==> config.mk <==
export PLATFORM = sky130hd
export DESIGN_NAME = clkgen_param
export DESIGN_NICKNAME = d
export VERILOG_FILES = /design/src/rtl/clkgen_pkg.sv /design/src/rtl/clkgen_prescaler.sv /design/src/rtl/clkgen_param.sv
export SDC_FILE = /design/constraint.sdc
export NUM_CORES = 1
export LEC_CHECK = 0
export ABC_AREA = 1
export CORE_MARGIN = 4
export CORE_UTILIZATION = 41
export DETAILED_ROUTE_END_ITERATION = 6
export PLACE_DENSITY = 0.72
export SYNTH_ARGS = -nofsm -noshare
export SYNTH_HDL_FRONTEND = slang
export SYNTH_SLANG_ARGS = --single-unit
==> constraint.sdc <==
create_clock -name clk8f -period 1.3 [get_ports clk8f]
set_input_delay 0.13 -clock clk8f [delete_from_list [all_inputs] [get_ports clk8f]]
set_output_delay 0.13 -clock clk8f [all_outputs]
set_load 0.005 [all_outputs]
==> src/rtl/clkgen_pkg.sv <==
// Shared constants and helpers for the clkgen_param divider family.
package clkgen_pkg;

   localparam int CLKGEN_MAX_STAGES = 8;
   localparam int CLKGEN_DEF_PRE_W  = 4;

   // Period of clk_div[stage] in clk8f cycles for a given prescale value.
   function automatic int unsigned clkgen_period(input int unsigned stage,
                                                 input int unsigned prescale);
      return (32'd1 << (stage + 32'd1)) * (prescale + 32'd1);
   endfunction

endpackage

==> src/rtl/clkgen_prescaler.sv <==
// Prescaler for clkgen_param: counts 0..pre_lat and emits a one-cycle tick.
// pre_lat only reloads at reset, resync or a tick, so prescale edits never cut an interval short.
module clkgen_prescaler
   import clkgen_pkg::*;
#(
   parameter int PRE_W = CLKGEN_DEF_PRE_W
) (
   input  logic             clk_i,
   input  logic             rst_ni,
   input  logic             en_i,
   input  logic             resync_i,
   input  logic [PRE_W-1:0] prescale_i,
   output logic             tick_o
);

   logic [PRE_W-1:0] pre_cnt_q, pre_cnt_d;
   logic [PRE_W-1:0] pre_lat_q, pre_lat_d;
   logic             at_end_s;

   // Next-state for the prescale counter and latched period.
   always_comb begin
      pre_cnt_d = pre_cnt_q;
      pre_lat_d = pre_lat_q;
      at_end_s  = (pre_cnt_q == pre_lat_q);
      if (resync_i) begin
         pre_cnt_d = '0;
         pre_lat_d = prescale_i;
      end else if (en_i && at_end_s) begin
         pre_cnt_d = '0;
         pre_lat_d = prescale_i;
      end else if (en_i) begin
         pre_cnt_d = pre_cnt_q + PRE_W'(1);
      end else begin
         pre_cnt_d = pre_cnt_q;
      end
   end

   // resync outranks en, so a tick is never issued while realigning.
   assign tick_o = en_i & ~resync_i & at_end_s;

   // State registers with synchronous active-low reset.
   always_ff @(posedge clk_i) begin
      if (!rst_ni) begin
         pre_cnt_q <= '0;
         pre_lat_q <= prescale_i;
      end else begin
         pre_cnt_q <= pre_cnt_d;
         pre_lat_q <= pre_lat_d;
      end
   end

endmodule

==> src/rtl/clkgen_param.sv <==
// Single-clock binary divider with per-stage strobes and a sticky lock flag.
// Optional CLKGEN_STROBE_EN: when undefined, rise_stb/fall_stb are tied to 0.
module clkgen_param
   import clkgen_pkg::*;
#(
   parameter int STAGES = 3,
   parameter int PRE_W  = CLKGEN_DEF_PRE_W
) (
   input  logic              clk8f,
   input  logic              reset,
   input  logic              en,
   input  logic              resync,
   input  logic [PRE_W-1:0]  prescale,
   output logic [STAGES-1:0] clk_div,
   output logic [STAGES-1:0] rise_stb,
   output logic [STAGES-1:0] fall_stb,
   output logic              locked
);

   logic              tick_s;
   logic [STAGES-1:0] div_q, div_d, div_inc_s;
   logic              locked_q, locked_d;

   clkgen_prescaler #(
      .PRE_W(PRE_W)
   ) u_pre (
      .clk_i     (clk8f),
      .rst_ni    (reset),
      .en_i      (en),
      .resync_i  (resync),
      .prescale_i(prescale),
      .tick_o    (tick_s)
   );

   assign div_inc_s = div_q + STAGES'(1);

   // Divider count and lock; lock sets on the first all-ones wrap.
   always_comb begin
      div_d    = div_q;
      locked_d = locked_q;
      if (resync) begin
         div_d    = '0;
         locked_d = 1'b0;
      end else if (tick_s) begin
         div_d    = div_inc_s;
         locked_d = locked_q | (&div_q);
      end else begin
         div_d    = div_q;
         locked_d = locked_q;
      end
   end

   // Divider and lock registers.
   always_ff @(posedge clk8f) begin
      if (!reset) begin
         div_q    <= '0;
         locked_q <= 1'b0;
      end else begin
         div_q    <= div_d;
         locked_q <= locked_d;
      end
   end

   assign clk_div = div_q;
   assign locked  = locked_q;

`ifdef CLKGEN_STROBE_EN
   logic [STAGES-1:0] rise_q, rise_d, fall_q, fall_d;

   // Edge strobes are registered on the tick edge, so they align with clk_div.
   always_comb begin
      rise_d = '0;
      fall_d = '0;
      if (resync) begin
         rise_d = '0;
         fall_d = '0;
      end else if (tick_s) begin
         rise_d = ~div_q & div_inc_s;
         fall_d = div_q & ~div_inc_s;
      end else begin
         rise_d = '0;
         fall_d = '0;
      end
   end

   // Strobe registers.
   always_ff @(posedge clk8f) begin
      if (!reset) begin
         rise_q <= '0;
         fall_q <= '0;
      end else begin
         rise_q <= rise_d;
         fall_q <= fall_d;
      end
   end

   assign rise_stb = rise_q;
   assign fall_stb = fall_q;
`else
   assign rise_stb = '0;
   assign fall_stb = '0;
`endif

endmodule
==> results.yml, run 1 <==
setup_path:
  reg2reg_depth: 6
  crit_family: "buffers and inverters"
  crit_fanout: 3
  worst-path-stages: 1
  setup.worst_path.start_class: "flip-flop"
  r2r_slack_ps: 70
  startpoint: "clk_div[1]$_SDFFE_PP0P_"
  cp-end-kind: "output port"
  criticalPathCategory: "reg2out"
  cp_num_buf_inv: 1
  worstReg2RegEnd: "u_pre.pre_lat_q[3]$_DFFE_PP_"
  critPathSlowestCell: "clkdlybuf4s50_1"
  crit_end: "clk_div[1]"
  r2r_start: "u_pre.pre_lat_q[0]$_DFFE_PP_"
  worstPathRequired_ps: 1170
  cp_slowest_stage_delay_ps: 510
  worstPathArrival_ps: 1120
  crit_chain: "clkdlybuf4s50_1"
grt:
  met2_usage_pct: 16.1
  met1_usage_pct: 11.6
  overflow: 0
  grt_pass1_vias: 442
  grt.busiest_layer: "met2"
  antenna_found_initial: 0
  grt_max_degree: 9
  grtUsageMet3_pct: 2.76
  gr-usage-all-layers_pct: 9.75
  grt_pass1_wl_microns: 1800
run_status:
  status: "completed"
worst_hold_path:
  hold_path_class: "in2reg"
cts:
  cts_setup_buffers: 0
  cts_max_level: 1
  cts_tree: "yes"
  cts-root-buf: "clkbuf_4"
  worstSkewPairLatency_ps: 270
  cts-buffers-inserted: 3
  hold_buffers: 0
  clk_pin_slew_ps: 80
  cts.sinks: 12
  clockBufferDepth: 2
final_layout:
  area_growth_pct: 26.8
  nets: 114
  diodes: 0
  layout-drive-gt1-share_pct: 27.5
  fin_area_sq_um: 847
  fin_util_pct: 55.6
yosys:
  ys.flop_type: "dfxtp_1"
  syn_area_sq_um: 668
  synth_edf_count: 4
  synthMostInstantiatedCell: "nand2_1"
  yosysTopAreaCell: "dfxtp_1"
  synth_area_per_cell_sq_um: 7.95
  synth.area.top_cells: "dfxtp_1 24%, edfxtp_1 18%, nand2_1 9.6%, buf_4 6.7%, nand2_2 6.6%"
  synthDistinctLibCells: 18
  synth_top_area_share_pct: 24.0
  yosys_warnings: 0
  async_flop_share_pct: 0
  seq_area_frac_synth_pct: 41.9
  synth.top_cells.by_count: "17 x nand2_1, 11 x nor2_1, 10 x inv_1"
  syn_inst: 84
  synth_seq_cells: 12
power_and_ir_drop:
  power_frac_seq_pct: 51.2
  pwr-share-clk_pct: 36.1
  leakage_uw: 0.000392
  switching_share_pct: 22.3
  intPower_uw: 619
  p_sw_uw: 177
  p_per_area_mw_per_mm2: 940
  combPwrFrac_pct: 12.7
  vdd_drop_max_mv: 0.554
  finalPower_uw: 797
routing:
  drc: 0
  vias: 526
  drt_iter0_markers: 3
  wl_microns: 1110
  drtAntennaViolNets: 0
  dr.pass1.iters: 2
  vias_per_cell: 4.46
  wl_per_cell_microns: 9.41
sta:
  finClkSkew_ps: 7.10
  hold_viol_final: 0
  finalCritPeriodShare_pct: 96.5
  period_minus_slack_ps: 1250
  max_freq_mhz: 797
  whs_ps: 422
  final-setup-viol-count: 0
  drv_slew: 0
  tns_ps: 0
floorplanning:
  ios: 18
  num_rows: 14
  die_w_microns: 48.4
  coreArea_sq_mm: 0.00152
  start_util_pct: 43.8
  die-area_sq_mm: 0.00234
  die_y_microns: 48.4
place:
  dpl-instance-area_sq_um: 802
  gp_congestion: 0.769
  port_buffers: 11
  hpwl_microns: 937
job:
  cap_violations: 0
layout by cell type, fill, tap and decap left out, types with 2 or more instances in the layout:
master           synthesis  final
nand2_1                 17     17
nor2_1                  11     11
clkdlybuf4s50_1          0     11
inv_1                   10     10
nand2_2                  7      6
conb_1                   1      6
inv_2                    5      5
dfxtp_1                  8      5
buf_4                    6      4
edfxtp_1                 4      4
a21oi_1                  3      3
ha_1                     3      3
dfxtp_2                  0      3
clkbuf_4                 0      3
nor2_4                   2      2
nand3_1                  2      2
worst reg2reg max path: cells and delay by family (launching register included):
kind / cells / cell delay [ps]
flip-flops: 1 / 380
AND/OR/NAND/NOR: 5 / 500
buffers and inverters: 1 / 50
flip-flops by register name (all words and copies together), names as in the netlist:
register and count:
u_pre.pre_cnt_q 4, u_pre.pre_lat_q 4, locked 1, clk_div 3
through the flow:
step | instances | setup WS [ps]
floorplan | 89 | 124
global placement | 114 | 33.5
detailed placement | 114 | 30.4
CTS | 118 | 12.5
global route | 118 | -26.7
finish | 118 | 45.2
metal layers:
| layer | up-vias | routed length [microns] |
|---|---|---|
| met4 | 0 | 14 |
| met1 | 232 | 462 |
| met3 | 2 | 71 |
| met2 | 13 | 562 |
| li1 | 279 | - |
| met5 | - | 0 |
power by group through the flow:
stage               combinational (uW)  clock [uW]  sequential, uW
finish                             101         288             408
global route                       111         316             409
CTS                               99.9         298             408
detailed placement                99.8           0             417
global placement                  96.6           0             416
floorplan                         67.7           0             415
how the worst min path moves through the flow:
stage,cells after the start,to,slack (ps),from
2_1_floorplan,0,u_pre.pre_lat_q[0]$_DFFE_PP_,230,prescale[0]
3_3_place_gp,2,locked$_SDFFE_PP0P_,440,locked$_SDFFE_PP0P_
3_5_place_dp,2,locked$_SDFFE_PP0P_,440,locked$_SDFFE_PP0P_
4_1_cts,1,u_pre.pre_lat_q[0]$_DFFE_PP_,410,prescale[0]
5_1_grt,1,u_pre.pre_lat_q[0]$_DFFE_PP_,410,prescale[0]
6_report,1,u_pre.pre_lat_q[2]$_DFFE_PP_,420,prescale[2]
cell families (layout without fill, tap and decap cells):
| family | Yosys count | in the layout | synth area share (%) |
|---|---|---|---|
| other | 1 | 6 | 0.561 |
| AO/OA/AOI/OAI | 3 | 3 | 2.25 |
| adder cells (fa/ha/maj) | 3 | 3 | 5.62 |
| flip-flops | 12 | 12 | 41.9 |
| AND/OR/NAND/NOR | 43 | 43 | 33.1 |
| buffers and inverters | 21 | 34 | 15.2 |
| XOR/XNOR | 1 | 1 | 1.31 |
area by class of cell:
class	instances	area (sq um)
sequential	12	284
inverter	15	56.3
fill	141	677
clock buffer	4	36.3
multi-input combinational	56	310
tap	16	20.0
timing repair buffer	15	140
what timing repair did:
item                       CTS  global route
setup endpoints to repair    2             5
cloned                       0             0
gates resized for setup      2             2
Power figures use the tool's default switching activity.
==> run 2, diff against run 1 <==
--- a/config.mk
+++ b/config.mk
@@ -10,6 +10,7 @@
 export CORE_UTILIZATION = 41
 export DETAILED_ROUTE_END_ITERATION = 6
 export PLACE_DENSITY = 0.72
+export REMOVE_ABC_BUFFERS = 1
 export SYNTH_ARGS = -nofsm -noshare
 export SYNTH_HDL_FRONTEND = slang
 export SYNTH_SLANG_ARGS = --single-unit
==> results.yml, run 2 (same netlist as run 1, synthesis figures left out) <==
run_status:
  status: "completed"
setup_path:
  setup.worst_path.start_class: "flip-flop"
  cp_slowest_stage_delay_ps: 500
  r2r_start: "u_pre.pre_cnt_q[0]$_SDFFE_PP0P_"
  crit_chain: "clkdlybuf4s50_1"
  cp-end-kind: "output port"
  worstPathRequired_ps: 1170
  worst-path-stages: 1
  cp_num_buf_inv: 1
  crit_fanout: 3
  criticalPathCategory: "reg2out"
  worstPathArrival_ps: 1120
  critPathSlowestCell: "clkdlybuf4s50_1"
  crit_family: "buffers and inverters"
  r2r_slack_ps: 90
  worstReg2RegEnd: "u_pre.pre_lat_q[1]$_DFFE_PP_"
  reg2reg_depth: 6
cts:
  cts-buffers-inserted: 3
  clk_pin_slew_ps: 80
  worstSkewPairLatency_ps: 270
  cts_max_level: 1
  cts-root-buf: "clkbuf_4"
  cts.sinks: 12
  clockBufferDepth: 2
  hold_buffers: 0
  cts_tree: "yes"
grt:
  grt_pass1_vias: 448
  antenna_found_initial: 0
  grtUsageMet3_pct: 1.84
  grt_pass1_wl_microns: 1720
  grt_max_degree: 9
  met1_usage_pct: 11.1
  met2_usage_pct: 14.6
  gr-usage-all-layers_pct: 8.93
  grt.busiest_layer: "met2"
  overflow: 0
floorplanning:
  start_util_pct: 43.8
  coreArea_sq_mm: 0.00152
  die-area_sq_mm: 0.00234
  num_rows: 14
  die_w_microns: 48.4
  die_y_microns: 48.4
  ios: 18
place:
  gp_congestion: 0.765
  dp.cells: 114
  dpl-instance-area_sq_um: 802
  port_buffers: 11
  hpwl_microns: 811
worst_hold_path:
  hold_path_depth: 1
  hp-start: "prescale[0]"
  worstHoldEndpoint: "u_pre.pre_lat_q[0]$_DFFE_PP_"
  hold_path_class: "in2reg"
routing:
  dr.pass1.iters: 2
  drt_iter0_markers: 5
  drc: 0
  wl_microns: 999
  vias_per_cell: 4.31
  drtAntennaViolNets: 0
  wl_per_cell_microns: 8.47
  vias: 509
final_layout:
  final_cell_mix: "17 x nand2_1, 11 x nor2_1, 11 x clkdlybuf4s50_1"
  diodes: 0
  fin_cells: 118
  layout_commonest_cell: "nand2_1"
  area_growth_pct: 25.1
  fillers: 146
  nets: 114
  layout-drive-gt1-share_pct: 25.5
  fin_area_sq_um: 836
sta:
  hold_viol_final: 0
  finClkSkew_ps: 5.54
  drv_slew: 0
  finalCritPeriodShare_pct: 96.3
  period_minus_slack_ps: 1250
  final-setup-viol-count: 0
  max_freq_mhz: 799
job:
  cap_violations: 0
power_and_ir_drop:
  leakage_uw: 0.000386
  vdd_drop_max_mv: 0.669
  finalPower_uw: 741
  p_per_area_mw_per_mm2: 886
==> run 2: cell types whose count changed in the layout (fill, tap and decap cells not counted) <==
cell      before  now
clkinv_1       0    1
clkbuf_8       1    0
dfxtp_2        3    2
dfxtp_1        5    6
==> run 2: how the worst max path moves through the flow <==
stage,start,end,slack (ps)
after global placement,en,u_pre.pre_lat_q[1]$_DFFE_PP_,60
after CTS,clk_div[0]$_SDFFE_PP0P_,clk_div[0],20
after floorplan,u_pre.pre_lat_q[0]$_DFFE_PP_,u_pre.pre_lat_q[0]$_DFFE_PP_,120
final,clk_div[2]$_SDFFE_PP0P_,clk_div[2],50
after detailed placement,en,u_pre.pre_lat_q[1]$_DFFE_PP_,40
after global routing,u_pre.pre_cnt_q[1]$_SDFFE_PP0P_,u_pre.pre_lat_q[1]$_DFFE_PP_,-9
==> run 2: layer usage <==
metal / part of all wire [%] / wire [microns]
met3: 5.7 / 57
met1: 47 / 471
met5: 0 / 0
met4: 1.6 / 16
met2: 45 / 454
==> run 2: timing repair <==
action	in CTS	in global routing
gates resized for setup	0	3
setup buffers	0	0
endpoints found under the setup margin	0	6
==> run 2: layout make-up <==
| cell class | instances | area (sq um) | area share [%] |
|---|---|---|---|
| tap | 16 | 20.0 | 2.40 |
| multi-input combinational | 56 | 310 | 37.1 |
| clock inverter | 1 | 3.75 | 0.449 |
| sequential | 12 | 283 | 33.8 |
| inverter | 15 | 56.3 | 6.74 |
| timing repair buffer | 15 | 140 | 16.8 |
| clock buffer | 3 | 22.5 | 2.69 |
==> run 2: per-stage QoR <==
| step | worst slack (ps) | hold slack (ps) | setup TNS [ps] | utilization, % |
|---|---|---|---|---|
| 4_1_cts | 22.1 | 413 | 0 | 54.4 |
| 3_3_place_gp | 56.8 | 433 | 0 | 52.6 |
| 6_report | 48.4 | 414 | 0 | 54.8 |
| 2_1_floorplan | 124 | 229 | 0 | - |
| 5_1_grt | -8.86 | 422 | -30.8 | 54.8 |
| 3_5_place_dp | 36.0 | 441 | 0 | 52.6 |
==> run 2: report_power, final <==
part           internal [uW]  switching, uW
Sequential               400           7.65
Combinational           49.2           50.5
Clock                    111            123
Total                    560            181
==> run 3, diff against run 2 <==
--- a/config.mk
+++ b/config.mk
@@ -5,9 +5,8 @@
 export SDC_FILE = /design/constraint.sdc
 export NUM_CORES = 1
 export LEC_CHECK = 0
-export ABC_AREA = 1
 export CORE_MARGIN = 4
-export CORE_UTILIZATION = 41
+export CORE_UTILIZATION = 40
 export DETAILED_ROUTE_END_ITERATION = 6
 export PLACE_DENSITY = 0.72
 export REMOVE_ABC_BUFFERS = 1
==> results.yml, run 3 <==
run_status:
  status: "completed"
final_layout:
  fin_area_sq_um: 843
  fin_util_pct: 61.0
  layout-drive-gt1-share_pct: 29.6
  nets: 93
  final_cell_mix: "11 x clkdlybuf4s50_1, 10 x buf_4, 6 x conb_1"
  area_growth_pct: 36.2
  multi_input_area_sq_um: 317
  regArea_sq_um: 285
  diodes: 0
  fillers: 121
  layout_commonest_cell: "clkdlybuf4s50_1"
setup_path:
  crit_fanout: 4
  r2r_slack_ps: 20
  r2r_start: "u_pre.pre_lat_q[0]$_DFFE_PP_"
  worstReg2RegEnd: "u_pre.pre_lat_q[2]$_DFFE_PP_"
  worstPathArrival_ps: 1270
  cp-end-kind: "flip-flop"
  criticalPathCategory: "reg2reg"
  setup.worst_path.start_class: "flip-flop"
  reg2reg_depth: 4
  worstPathRequired_ps: 1290
routing:
  dr.pass1.iters: 4
  drt_iter0_markers: 4
  wl_per_cell_microns: 11.5
  wl_microns: 1100
  drc: 0
  drtAntennaViolNets: 0
  vias_per_cell: 4.90
  vias: 470
yosys:
  synth_top_area_share_pct: 25.9
  synth.area.top_cells: "dfxtp_1 26%, edfxtp_1 19%, buf_4 7.3%, xnor2_1 7.1%, ha_1 6.1%"
  syn_inst: 58
  yosys_warnings: 0
  async_flop_share_pct: 0
  syn_area_sq_um: 619
  ys.flop_type: "dfxtp_1"
  synth_area_per_cell_sq_um: 10.7
  synthMostInstantiatedCell: "dfxtp_1"
  synth_seq_cells: 12
  yosysTopAreaCell: "dfxtp_1"
  seq_area_frac_synth_pct: 45.3
  synthDistinctLibCells: 23
  synth_edf_count: 4
  synth.top_cells.by_count: "8 x dfxtp_1, 6 x buf_4, 6 x nand2_1"
cts:
  clk_pin_slew_ps: 70
  cts-root-buf: "clkbuf_4"
  cts_max_level: 1
  worstSkewPairLatency_ps: 270
  clockBufferDepth: 2
  cts.sinks: 12
  cts-buffers-inserted: 3
  cts_tree: "yes"
grt:
  gr-usage-all-layers_pct: 12.7
  antenna_found_initial: 0
  overflow: 0
  grt_pass1_vias: 479
  grt_pass1_wl_microns: 1980
  grt_max_degree: 8
job:
  cap_violations: 0
sta:
  whs_ps: 413
  drv_slew: 0
  rsz0062_at_grt: "true"
  period_minus_slack_ps: 1280
  final-setup-viol-count: 0
  max_freq_mhz: 779
  hold_viol_final: 0
  finalCritPeriodShare_pct: 98.7
  finClkSkew_ps: 3.42
floorplanning:
  die_y_microns: 47.4
  num_rows: 13
  die-area_sq_mm: 0.00224
  ios: 18
  coreArea_sq_mm: 0.00138
  start_util_pct: 44.8
  die_w_microns: 47.4
power_and_ir_drop:
  p_per_area_mw_per_mm2: 869
  leakage_uw: 0.000366
  finalPower_uw: 733
  vdd_drop_max_mv: 0.688
worst_hold_path:
  hold_path_class: "in2reg"
  hold_path_depth: 1
  worstHoldEndpoint: "u_pre.pre_lat_q[3]$_DFFE_PP_"
  hp-start: "prescale[3]"
place:
  port_buffers: 11
  gp_congestion: 0.756
  hpwl_microns: 872
  dpl-instance-area_sq_um: 771
run 3: cell count changes in the layout (fill, tap and decap cells not counted), sizes merged, moves of 3 or more:
| cell | change |
|---|---|
| nand2 | -17 |
| buf | +7 |
| xnor2 | +5 |
| nand2b | +3 |
| inv | -15 |
| nor2 | -13 |
| mux2i | +3 |
run 3: repair_timing:
| action | in CTS | in global routing |
|---|---|---|
| resized for setup | 4 | 5 |
| setup buffers | 0 | 2 |
| setup endpoints to repair | 5 | 14 |
| hold buffers | 0 | 0 |
| pin swaps | 2 | 4 |
run 3: cell type report:
| type | count | area share, % |
|---|---|---|
| sequential | 12 | 33.8 |
| clock buffer | 4 | 3.12 |
| timing repair buffer | 22 | 23.3 |
| multi-input combinational | 43 | 37.5 |
| tap | 15 | 2.23 |
run 3: critical path, cell delays in order, from the launching register on:
cell and delay, ps:
edfxtp_1 420, xnor2_2 170, and4_4 260, nand2_4 70, nand2_4 90
run 3: kinds of logic after synthesis:
logic type | synth area share (%)
DFF | 45.3
muxes | 4.85
AOI/OAI and AO/OA | 3.64
xor gates and xnor gates | 7.07
and+or+nand+nor | 22.2
buffers and inverters | 10.3
other | 0.605
adders and majority gates | 6.06
run 3: where the power goes:
part	internal (uW)	total, uW	switching [uW]
registers	399	406	7.08
logic	53.2	89.9	36.7
clock network	119	236	118
total	571	733	161
run 3: worst max path at each step:
stage | start | end | slack (ps) | cells after the start
6_report | u_pre.pre_lat_q[0]$_DFFE_PP_ | u_pre.pre_lat_q[2]$_DFFE_PP_ | 20 | 4
2_1_floorplan | u_pre.pre_lat_q[1]$_DFFE_PP_ | u_pre.pre_lat_q[0]$_DFFE_PP_ | 10 | 4
3_3_place_gp | u_pre.pre_lat_q[0]$_DFFE_PP_ | u_pre.pre_lat_q[0]$_DFFE_PP_ | -30 | 4
3_5_place_dp | u_pre.pre_lat_q[0]$_DFFE_PP_ | u_pre.pre_lat_q[2]$_DFFE_PP_ | -50 | 4
5_1_grt | u_pre.pre_lat_q[3]$_DFFE_PP_ | u_pre.pre_cnt_q[2]$_SDFFE_PP0P_ | -60 | 5
4_1_cts | clk_div[1]$_SDFFE_PP0P_ | clk_div[1] | 2 | 1
run 3: routing by layer:
layer,GRT usage [%],wire length [microns]
met2,21.1,557
met1,15.3,450
met3,3.45,96
met5,0,0
met4,4.97,0
run 3: per-stage QoR:
stage,setup slack (ps),std cells,setup TNS (ps)
6_report,16.4,96,0
3_3_place_gp,-29.4,90,-118
3_5_place_dp,-52.9,90,-211
4_1_cts,1.69,94,0
2_1_floorplan,11.9,55,0
5_1_grt,-60.2,96,-297
==> RTL change (settings of run 2) <==
Change the parameter `STAGES` from 3 to 6.
--- a/src/rtl/clkgen_param.sv
+++ b/src/rtl/clkgen_param.sv
@@ -3,7 +3,7 @@
 module clkgen_param
    import clkgen_pkg::*;
 #(
-   parameter int STAGES = 3,
+   parameter int STAGES = 6,
    parameter int PRE_W  = CLKGEN_DEF_PRE_W
 ) (
    input  logic              clk8f,
Ports: changed (resized clk_div, fall_stb and rise_stb); port bits go from 18 to 27. The function was not compared with the original's and may differ.
==> RTL change against run 2 <==
The run now ends with setup timing left. Worst setup slack worse by 0.086 ns. Total power rose by 20%. Final area up 38%. Clock skew fell by 0.0018 ns. Routed wire length is 71% higher. Combinational power up 23%. Via count is 50% higher. Sequential cell count up 3. Sequential power rose by 22%. Area after synthesis grew 32%. Critical path depth up 5. Sequential share of layout area is 3.1 points lower. Global-route usage rose by 4.0 points.
==> RTL change: results (changes against run 2) <==
outcome finished with violations; failing checks setup timing; clk buf depth 2 (unchanged); All-Layer GR Usage 12.9% (+4.0 points); Yosys cell types 20 (+2); share of layout cells above drive strength 1 23.3% (-2.2 points); Routed met2 length 854 um (+88%); complex-gate fraction of the synthesized area 3.55% (+1.3 points); met2 Use GR 22.5% (+7.9 points); clock latency on the worst-skew pair 0.29 ns (+0.02 ns); final setup vio count 8 (+8); synth top area cells dfxtp_1, edfxtp_1, nand2_1; xor and xnor area share after synthesis 1.99% (+0.68 points); Max rail drop VDD 0.537 mV (-20%); via-per-instance ratio 4.33 (+0.33%); DRT Pass-1 Iters 4 (+2); end of the worst hold path locked$_SDFFE_PP0P_; Post-CTS Resized 10 (+10); met1 Use GR 14.1% (+3.0 points); crit path from u_pre.pre_cnt_q[1]$_SDFFE_PP0P_; sequential share of the synthesized area 38.6% (-3.3 points); CP max FO 6 (+3); Power per Cell Area 774 nW/um^2 (-13%); P_seq 496 uW (+22%); hpwl dp 1310 um (+61%); RR Endpoint u_pre.pre_lat_q[3]$_DFFE_PP_; design area 1150 sq um (+38%); adder-cell share of the synthesized area 2.84% (-2.8 points); vias in the first global route 699 (+56%); Initial DRC Count 22 (+17); met3 Usage GRT 3.27% (+1.4 points); Final nets 161 (+41%); Placer Congestion 0.780 (+1.9%); Sw Pwr 224 uW (+24%); pre-CTS setup slack -0.112 ns (-0.148 ns); IO Port Bufs 14 (+3); setup_tns -0.193 ns (-0.193 ns); worst hold stages 3 (+2); crit path max-delay cell type dfxtp_1; Worst Skew 0.00375 ns (-0.00179 ns); metal1 wirelength 722 um (+53%); slack of the critical path -0.0375 ns (-0.0859 ns); DR WL met3 95 um (+67%); commonest cells in the netlist nand2_1, inv_1, nor2_1; WL/cell 9.63 um (+14%); DP Cell Count 170 (+49%)
[RTL change: cell types whose count changed after synthesis, moves of 2 or more]
cell and change:
nand3_1 +4, inv_2 -4, nand2_1 +15, inv_1 +11
dfxtp_1 +3, nand2_2 -5, nor3_1 +2, nor2_1 +3
buf_4 +6, nor2_2 +3
[RTL change: cell type report]
cell class                      instances  share of cell area [%]
Inverter                               22                    7.18
Sequential cell                        15                    30.7
Timing Repair Buffer                   25                    20.9
Clock buffer                            4                    2.29
Multi-Input combinational cell         84                    36.0
Tap cell                               27                    2.94
[RTL change: cells by family (layout without fill, tap and decap cells)]
group,Yosys count,count (layout)
simple gates,64,64
xor+xnor,2,2
fa+ha+maj,2,2
buf+inv,34,51
other cells,1,12
compound gates,4,4
flops,15,15
[RTL change: critical path: cells and delay by family, from the launching register on]
kind	cells	cell delay [ns]
AO/OA/AOI/OAI	1	0.25
flip-flops	1	0.38
buffers and inverters	1	0.08
AND/OR/NAND/NOR	4	0.34
